File: src/rtl/lane_color_pkg.sv
// Shared codes for the note-highway color scheduler: modes, palette codes, layers, lane states.
// Latency: none; types, constants and an elaboration-time helper only.
// Backpressure: none; nothing in this file carries flow control.
package lane_color_pkg;

   typedef enum logic {
      MODE_BW      = 1'b0,
      MODE_COLORED = 1'b1
   } color_mode_t;

   typedef enum logic [2:0] {
      BW_BLACK = 3'b000,
      BW_WHITE = 3'b001,
      BW_GRAY  = 3'b010
   } bw_code_t;

   // Lane index doubles as the lane's palette code on the colored path.
   typedef enum logic [2:0] {
      LANE_GREEN  = 3'd0,
      LANE_RED    = 3'd1,
      LANE_YELLOW = 3'd2,
      LANE_BLUE   = 3'd3,
      LANE_ORANGE = 3'd4
   } lane_color_t;

   typedef enum logic [1:0] {
      LAYER_BG     = 2'd0,
      LAYER_TRACK  = 2'd1,
      LAYER_NOTE   = 2'd2,
      LAYER_STRIKE = 2'd3
   } layer_t;

   typedef enum logic [1:0] {
      LANE_IDLE  = 2'd0,
      LANE_FLASH = 2'd1,
      LANE_DIM   = 2'd2
   } lane_state_t;

   // Counter width able to hold the longer of the two effect durations.
   function automatic int fx_cnt_width(input int flash_frames, input int miss_frames);
      int longest;
      longest = (flash_frames > miss_frames) ? flash_frames : miss_frames;
      return $clog2(longest + 1);
   endfunction

endpackage

File: src/rtl/lane_fx_timer.sv
// Per-lane effect timer: IDLE/FLASH/DIM state with a frame down-counter.
// Latency: a trigger or frame pulse is reflected in state one clock later.
// Backpressure: none; every trigger and frame pulse is absorbed the cycle it arrives.
module lane_fx_timer
   import lane_color_pkg::*;
#(
   parameter int FLASH_FRAMES = 8,
   parameter int MISS_FRAMES  = 4,
   parameter int CW           = 4
) (
   input  logic        clk,
   input  logic        rst_n,
   input  logic        frame_start,
   input  logic        trig_good,
   input  logic        trig_miss,
   output lane_state_t state
);

   lane_state_t   state_q, state_d;
   logic [CW-1:0] cnt_q, cnt_d;

   // State and counter registers; reset drops any running effect at once.
   always_ff @(posedge clk or negedge rst_n) begin
      if (!rst_n) begin
         state_q <= LANE_IDLE;
         cnt_q   <= '0;
      end else begin
         state_q <= state_d;
         cnt_q   <= cnt_d;
      end
   end

   // Next state: a trigger reloads from any state and beats a same-cycle frame pulse.
   always_comb begin
      state_d = state_q;
      cnt_d   = cnt_q;
      if (trig_good) begin
         state_d = LANE_FLASH;
         cnt_d   = CW'(FLASH_FRAMES);
      end else if (trig_miss) begin
         state_d = LANE_DIM;
         cnt_d   = CW'(MISS_FRAMES);
      end else if (frame_start && (state_q != LANE_IDLE)) begin
         if (cnt_q <= CW'(1)) begin
            state_d = LANE_IDLE;
            cnt_d   = '0;
         end else begin
            cnt_d = cnt_q - CW'(1);
         end
      end
   end

   assign state = state_q;

endmodule

File: src/rtl/lane_color_sched.sv
// Per-pixel color scheduler: lane hit/miss effects resolved into color_mode/color codes.
// Latency: 1 cycle pixel-to-color, one pixel per cycle; lane status registered.
// Backpressure: none, never stalls. Build option LANE_COLOR_HIT_FLASH_EN enables hit flash.
module lane_color_sched
   import lane_color_pkg::*;
#(
   parameter int NUM_LANES    = 5,
   parameter int FLASH_FRAMES = 8,
   parameter int MISS_FRAMES  = 4
) (
   input  logic                 clk,
   input  logic                 rst_n,
   input  logic                 frame_start,
   input  logic                 hit_valid,
   input  logic [2:0]           hit_lane,
   input  logic                 hit_good,
   input  logic                 pix_valid,
   input  logic [2:0]           pix_lane,
   input  logic [1:0]           pix_layer,
   output logic                 color_valid,
   output logic                 color_mode,
   output logic [2:0]           color,
   output logic [NUM_LANES-1:0] lane_flash,
   output logic [NUM_LANES-1:0] lane_dim
);

   localparam int CW = fx_cnt_width(FLASH_FRAMES, MISS_FRAMES);

`ifdef LANE_COLOR_HIT_FLASH_EN
   localparam bit FLASH_EN = 1'b1;
`else
   // Without hit flash, good hits never trigger and FLASH stays unreachable.
   localparam bit FLASH_EN = 1'b0;
`endif

   lane_state_t            lane_st [NUM_LANES];
   logic [NUM_LANES-1:0]   trig_good;
   logic [NUM_LANES-1:0]   trig_miss;
   logic [NUM_LANES-1:0]   st_flash;
   logic [NUM_LANES-1:0]   st_dim;
   lane_state_t            sel_state;
   logic                   sel_in_range;
   color_mode_t            mode_d;
   logic [2:0]             color_d;

   // Judgement decode; lanes at or above NUM_LANES match no timer and are dropped.
   always_comb begin
      trig_good = '0;
      trig_miss = '0;
      for (int i = 0; i < NUM_LANES; i++) begin
         if (hit_valid && (hit_lane == 3'(i))) begin
            trig_good[i] = FLASH_EN && hit_good;
            trig_miss[i] = !hit_good;
         end
      end
   end

   for (genvar g = 0; g < NUM_LANES; g++) begin : g_lane
      lane_fx_timer #(
         .FLASH_FRAMES (FLASH_FRAMES),
         .MISS_FRAMES  (MISS_FRAMES),
         .CW           (CW)
      ) u_fx (
         .clk         (clk),
         .rst_n       (rst_n),
         .frame_start (frame_start),
         .trig_good   (trig_good[g]),
         .trig_miss   (trig_miss[g]),
         .state       (lane_st[g])
      );
      assign st_flash[g] = (lane_st[g] == LANE_FLASH);
      assign st_dim[g]   = (lane_st[g] == LANE_DIM);
   end

   assign lane_flash = FLASH_EN ? st_flash : '0;
   assign lane_dim   = st_dim;

   // Pick the pixel lane's current (pre-edge) state; out-of-range lanes flag themselves.
   always_comb begin
      sel_state    = LANE_IDLE;
      sel_in_range = 1'b0;
      for (int i = 0; i < NUM_LANES; i++) begin
         if (pix_lane == 3'(i)) begin
            sel_in_range = 1'b1;
            sel_state    = lane_st[i];
         end
      end
   end

   // Layer/state to palette mapping.
   always_comb begin
      mode_d  = MODE_BW;
      color_d = BW_BLACK;
      if (sel_in_range) begin
         case (layer_t'(pix_layer))
            LAYER_BG: begin
               color_d = BW_BLACK;
            end
            LAYER_TRACK: begin
               if (sel_state == LANE_DIM) begin
                  color_d = BW_BLACK;
               end else if (FLASH_EN && (sel_state == LANE_FLASH)) begin
                  color_d = BW_WHITE;
               end else begin
                  color_d = BW_GRAY;
               end
            end
            LAYER_NOTE: begin
               if (sel_state == LANE_DIM) begin
                  color_d = BW_GRAY;
               end else begin
                  mode_d  = MODE_COLORED;
                  color_d = pix_lane;
               end
            end
            default: begin
               if (FLASH_EN && (sel_state == LANE_FLASH)) begin
                  mode_d  = MODE_COLORED;
                  color_d = pix_lane;
               end else begin
                  color_d = BW_WHITE;
               end
            end
         endcase
      end
   end

   // Output register; color holds its last value across idle pixel cycles.
   always_ff @(posedge clk or negedge rst_n) begin
      if (!rst_n) begin
         color_valid <= 1'b0;
         color_mode  <= MODE_BW;
         color       <= BW_BLACK;
      end else begin
         color_valid <= pix_valid;
         if (pix_valid) begin
            color_mode <= mode_d;
            color      <= color_d;
         end
      end
   end

endmodule

File: config.mk
export PLATFORM = sky130hd
export DESIGN_NAME = lane_color_sched
export DESIGN_NICKNAME = d
export VERILOG_FILES = /design/src/rtl/lane_color_pkg.sv /design/src/rtl/lane_fx_timer.sv /design/src/rtl/lane_color_sched.sv
export SDC_FILE = /design/constraint.sdc
export NUM_CORES = 1
export LEC_CHECK = 0
export BUFFER_PORTS_ARGS = -buffer_cell sky130_fd_sc_hd__buf_2
export CAP_MARGIN = 20
export CORE_ASPECT_RATIO = 0.6
export CORE_MARGIN = 1
export CORE_UTILIZATION = 35
export CTS_BUF_LIST = sky130_fd_sc_hd__clkbuf_2
export DETAILED_ROUTE_END_ITERATION = 16
export GPL_ROUTABILITY_DRIVEN = 0
export GPL_TIMING_DRIVEN = 0
export HOLD_SLACK_MARGIN = 0.12
export SETUP_SLACK_MARGIN = 0.3
export SKIP_CTS_REPAIR_TIMING = 1
export SLEW_MARGIN = 5
export SYNTH_ARGS = -nofsm -noshare
export SYNTH_HDL_FRONTEND = slang
export SYNTH_HIERARCHICAL = 1
export SYNTH_SLANG_ARGS = --single-unit
File: constraint.sdc
create_clock -name clk -period 3.45 [get_ports clk]
set_clock_uncertainty 0.05 [all_clocks]
set_input_delay 0.1725 -clock clk [delete_from_list [all_inputs] [get_ports clk]]
set_output_delay 0.1725 -clock clk [all_outputs]
set_load 0.005 [all_outputs]
-- Word level (Yosys, flattened, before mapping)
Cells that the tools add are included.
- add/sub/neg operators: 5
- multipliers: 0
- divide/modulo/power cells: 0
- magnitude comparators: 5
- equality and inequality tests: 16
- shift-type cells: 0
- mux-type cells: 52
- bitwise gates (word level): 0
- reductions and logical operators: 34
- operator list (kind ; number):
    2-to-1 mux 4 bit ; 15
    2-to-1 mux 2 bit ; 21
    nonzero test 2 bit ; 15
    less-or-equal comparator 4 x 1 -> 1 bit, second input constant ; 5
    subtractor 4 x 1 -> 4 bit, second input constant ; 5
    == test 2 bit, second input constant ; 7
    2-to-1 mux 1 bit ; 13
    == test 3 x 2 -> 1 bit, second input constant ; 4
    logical AND 1 bit ; 10
    AND reduction 2 bit ; 5
    case mux 3 bit (3 select lines) ; 1
    == test 3 x 1 -> 1 bit, second input constant ; 2
    == test 3 bit, second input constant ; 2
    zero test 3 bit ; 2
    2-to-1 mux 3 bit ; 2
    == test 2 x 1 -> 1 bit, second input constant ; 1
    zero test 2 bit ; 1
    zero test 1 bit ; 1
- register bits after elaboration: 35
- latch bits: 0
- RAM bits: 0
- ROM bits: 0
- memories: 0

-- Longest topological paths before layout
- depth in word-level cells: 10
- mapped depth: 6
- depth with buffers taken out: 6

-- Cells and area by module
The synthesis kept the hierarchy.
- modules (own cells, without submodules) (module ; times used ; cells each ; area an instance (µm²) ; sequential area each (µm²)):
    lane_fx_timer ; 5 ; 35 ; 336.6 ; 150.1
    lane_color_sched ; 1 ; 55 ; 469.2 ; 125.1

-- Worst setup path after synthesis
No wires, ideal clock.
- path kind: input to register
- from: input port hit_good
- to: register g_lane[1].u_fx.cnt_q[3]
- library setup time: 126 ps
- arrival time: 1512 ps
- data required time: 3274 ps
- slack: 1762 ps
- stages on the path: 5
- path buffers: 0
- cells stage by stage: or3b_2 nor3b_1 nand2b_1 a21oi_1 a311o_1
- longest elaborated chain between the ends: 3
- elaborated cells on any way between the ends: 4
- classes of those cells: mux (2); reduce/logical (2)
- ends and longest elaborated chain (element ; RTL line ; text):
    start, declared ; lane_color_sched.sv:16 ; input logic hit_good,
    zero test 1 bit * ; lane_color_sched.sv:53 ; trig_miss[i] = !hit_good;
    2-to-1 mux 1 bit * ; lane_color_sched.sv:51 ; if (hit_valid && (hit_lane == 3'(i))) begin
    named net trig_miss[1] ; lane_color_sched.sv:38 ; logic [NUM_LANES-1:0] trig_miss;
    2-to-1 mux 4 bit / nonzero test 2 bit (equally long branches) ; - ;
    end signal, assigned ; lane_fx_timer.sv:29 ; cnt_q <= cnt_d;
    end, declared ; lane_fx_timer.sv:20 ; logic [CW-1:0] cnt_q, cnt_d;
Mark *: on every way through the listed nets, which the timed path passes. The rest lies on a longest branch.
A chain may end at the register's enable or synchronous reset.

-- Worst setup path after layout
- from: input port pix_layer[0]
- to: register color[2]
- longest elaborated chain between the ends: 3
- elaborated cells on any way between the ends: 5
- classes of those cells: eq/ne (2); mux (2); reduce/logical (1)
- ends and longest elaborated chain (element ; RTL line ; text):
    start, declared ; lane_color_sched.sv:19 ; input logic [1:0] pix_layer,
    == test 2 bit, or another cell as far along ; lane_color_sched.sv:95 ; case (layer_t'(pix_layer))
    case mux 3 bit (3 select lines) * ; lane_color_sched.sv:95 ;
    2-to-1 mux 3 bit * ; lane_color_sched.sv:94 ; if (sel_in_range) begin
    end signal, assigned ; lane_color_sched.sv:138 ; color <= color_d;
    end, declared ; lane_color_sched.sv:22 ; output logic [2:0] color,
Mark *: on every way between the ends. The rest lies on a longest branch, timed or not.

==> impl_summary.txt <==
----------------------------------------------------
[Yosys]
  Count of state elements after synthesis ... 35
  Most used flip-flop cell after synthesis ... dfrtp_1
  Sequential element share of the synthesized area ... 0.407
  Ys async rst share ... 1.00
  Mapped Cells ... 230
  Per-instance average area after synthesis ... 9.36 µm²
  Netlist Area Pre-Place ... around 2200 µm²
  Unique masters post-synth ... 41
  Yosys Warn Count ... 6
  Number of enable flip-flop cells after synthesis ... 0

[Flow run]
  Max-cap viol count ... 0

[Layout]
  Area growth, synth to finish ... 20.5%
  Fraction of layout cells with a size suffix above 1 ... 0.127
  Fill cell instance count of the final layout ... around 570
  Fin nets ... between 300 and 400
  Commonest non-fill, non-tap cells in the layout ... 36 x inv_1, 35 x conb_1, 35 x dfrtp_1, 22 x buf_2
  Number of inserted diodes ... 0
  Most common cell after layout, fill and taps aside ... inv_1

[GRT]
  Overall fraction of global-route tracks in use ... 0.159
  Number of global-route vias before repair ... 1557
  Total global routing overflow ... 0
  First-pass GRT wire length ... around 7800 µm
  Largest net degree at the start of global routing ... 36
  Number of antenna violations at the first check in global routing ... 0

[Pwr]
  Net switching fraction of the power ... 0.359
  Total power ... between 0.0009 and 0.001 W
  LEAKAGE ... 1.14 nW
  Clock share of power ... 0.193
  Internal Power ... 0.000612 W
  Power per cell area ... 368 nW/µm²
  Worst ir drop on vdd ... 0.134 mV
  Sequential Power Share ... 0.537
  Switching power of the nets ... 0.000343 W
  Share of power burned in combinational logic ... 0.270

[Critical path]
  Crit path arrival time ... 2.15 ns
  CP cell instances ... dlygate4sd3_1, buf_2, or4_1, o32ai_2, dlygate4sd3_1
  Worst stage delay on the critical path ... 0.58 ns
  Element type at the critical path end ... flip-flop
  Slowest-stage cell, CP ... dlygate4sd3_1
  Most frequent cell on the critical path ... dlygate4sd3_1
  Launching element type of the critical path ... primary input
  Depth of the worst register-to-register path ... 3
  Worst path required time ... 3.73 ns
  Path type of the worst setup path ... in -> reg
  Worst-path maximum fanout ... 4

[Drt]
  Vias/cell ... 5.01
  Number of nets with antenna violations after routing ... 0
  Number of design rule violations left after detail routing ... 0
  Detailed Routing Iterations Pass 1 ... 4
  Number of DRC markers after the initial detailed-route iteration ... 111
  Total wirelength of the detailed-routed design ... about 4800 µm
  Average wire per cell in the routed design ... 12.7 µm
  Via total after detailed routing ... 1903

[Timing]
  Rel. slew slack ... 0.446
  Max-slew violation count ... 0
  Ratio of final minimum period to clock period ... 0.543
  Number of endpoints failing setup at the final stage ... 0
  Fmax ... about 0.53 GHz
  Slew @ Worst Pin ... approximately 0.83 ns
  Setup repair after global routing missed its margin ... no
  Final-report hold violation count ... 0
  Clock period minus final worst setup slack ... approximately 1.9 ns
  Final total negative setup slack ... 0 ns

[CTS]
  CTS tree ... done
  Clk Latency, worst-skew pair ... 0.38 ns
  Number of clock buffers inserted by TritonCTS ... 5
  Maximum root-to-sink buffer count ... 2
  Clock sink count ... 35
  Clock-pin slew on the worst setup and hold paths ... approximately 0.19 ns
  Maximum level of the CTS H-tree ... 2
  Library cell used as clock root buffer ... clkbuf_2

[Worst hold path]
  Instance count along the most critical hold path ... 4
  Classification of the worst-slack hold path ... in -> reg

[Die]
  Number of placement rows ... 21
  Die width ... 103 µm
  Number of top-level pins ... 29
  Core box area ... approximately 5800 µm²
  DIE AREA ... 6480 µm²
  Die Y ... between 60 and 70 µm
  Starting density of the core ... 0.374

[Placed design]
  Number of I/O port buffers ... 22
  Post-detailed-placement half-perimeter wirelength ... 3560 µm

[Status]
  Status ... finished, final reports clean

----------------------------------------------------
cell type report:
| class | instances | area [µm²] | share of cell area |
|---|---|---|---|
| multi-input combinational | 187 | 1220 | 0.470 |
| sequential | 35 | 876 | 0.338 |
| timing repair buffer | 29 | 180 | 0.0695 |
| inverter | 36 | 135 | 0.0521 |
| tap | 80 | 100 | 0.0386 |
| buffer | 6 | 48.8 | 0.0188 |
| clock buffer | 5 | 25.0 | 0.00965 |
| clock inverter | 2 | 8.76 | 0.00338 |
critical path: cells and delay by family:
| family | cells | cell delay, ns |
|---|---|---|
| AO/OA/AOI/OAI | 1 | 0.25 |
| AND/OR/NAND/NOR | 1 | 0.48 |
| buffers and inverters | 3 | 1.25 |
registers in the layout, indices dropped and copies added (netlist names):
| signal | flops |
|---|---|
| color_valid | 1 |
| color | 3 |
| g_lane.u_fx/state | 10 |
| color_mode | 1 |
| g_lane.u_fx/cnt_q | 20 |
path summary, 6_finish.rpt:
| path | from | to | slack, ns |
|---|---|---|---|
| setup / recovery | pix_layer[0] | color[2] | 1.58 |
| hold reg to reg | color[0] | color[0] | 0.48 |
| max in group asynchronous | rst_n | g_lane[4].u_fx/cnt_q[3] | 2.47 |
| setup reg to reg | g_lane[4].u_fx/state[1] | color[2] | 1.81 |
| hold / removal | pix_lane[0] | color_mode | 0.15 |
| min in group asynchronous | rst_n | color_mode | 0.35 |
per-layer routing:
layer  vias to the layer above  routed length [µm]  track usage
met4                         0                  36       0.0475
met5                         -                   0            0
li1                        977                   -            -
met3                         5                 242       0.0436
met2                        41                1870        0.196
met1                       880                2690        0.258
synth_stat cells (2+ instances only):
library cell	n	share of area
nand3b_1	2	0.0070
or4_1	6	0.021
o311ai_0	10	0.041
nand4b_1	5	0.020
dfrtp_1	35	0.41
a21oi_1	11	0.026
nor3b_1	2	0.0070
nor2b_1	5	0.015
nor3_1	6	0.014
nor4_1	6	0.017
a31o_1	5	0.020
nand2_1	12	0.021
nand2b_1	5	0.015
o21a_1	5	0.017
a211oi_1	10	0.035
nor2_1	9	0.016
a311o_1	5	0.023
inv_1	36	0.063
o21ai_0	12	0.028
buf_4	5	0.017
a31oi_1	5	0.015
ha_1	10	0.058
o41ai_1	5	0.020
kinds of logic after synthesis:
group | count (synthesis) | synth area share
other cells | 1 | 0.00174
flops | 35 | 0.407
compound gates | 75 | 0.258
buf+inv | 42 | 0.0855
fa+ha+maj | 10 | 0.0581
simple gates | 67 | 0.190
per-stage QoR:
step | utilization | hold WS (ns) | cells | setup WS (ns) | instance area [µm²]
after floorplan | - | -0.173 | 264 | 1.76 | 2280
after global placement | 0.433 | 0.276 | 366 | 1.38 | 2490
after detailed placement | 0.433 | 0.273 | 366 | 1.37 | 2490
after CTS | 0.439 | -0.179 | 373 | 1.81 | 2520
after global routing | 0.451 | 0.132 | 380 | 1.58 | 2590
final | 0.451 | 0.152 | 380 | 1.58 | 2590
power by group through the flow:
| stage | combinational [W] | sequential, W | clock (W) |
|---|---|---|---|
| after floorplan | 0.000188 | 0.000504 | 0 |
| after global placement | 0.000246 | 0.000520 | 0 |
| after detailed placement | 0.000249 | 0.000520 | 0 |
| after CTS | 0.000250 | 0.000512 | 0.000192 |
| after global routing | 0.000297 | 0.000524 | 0.000211 |
| final | 0.000258 | 0.000513 | 0.000185 |
Power figures use the tool's default switching activity.
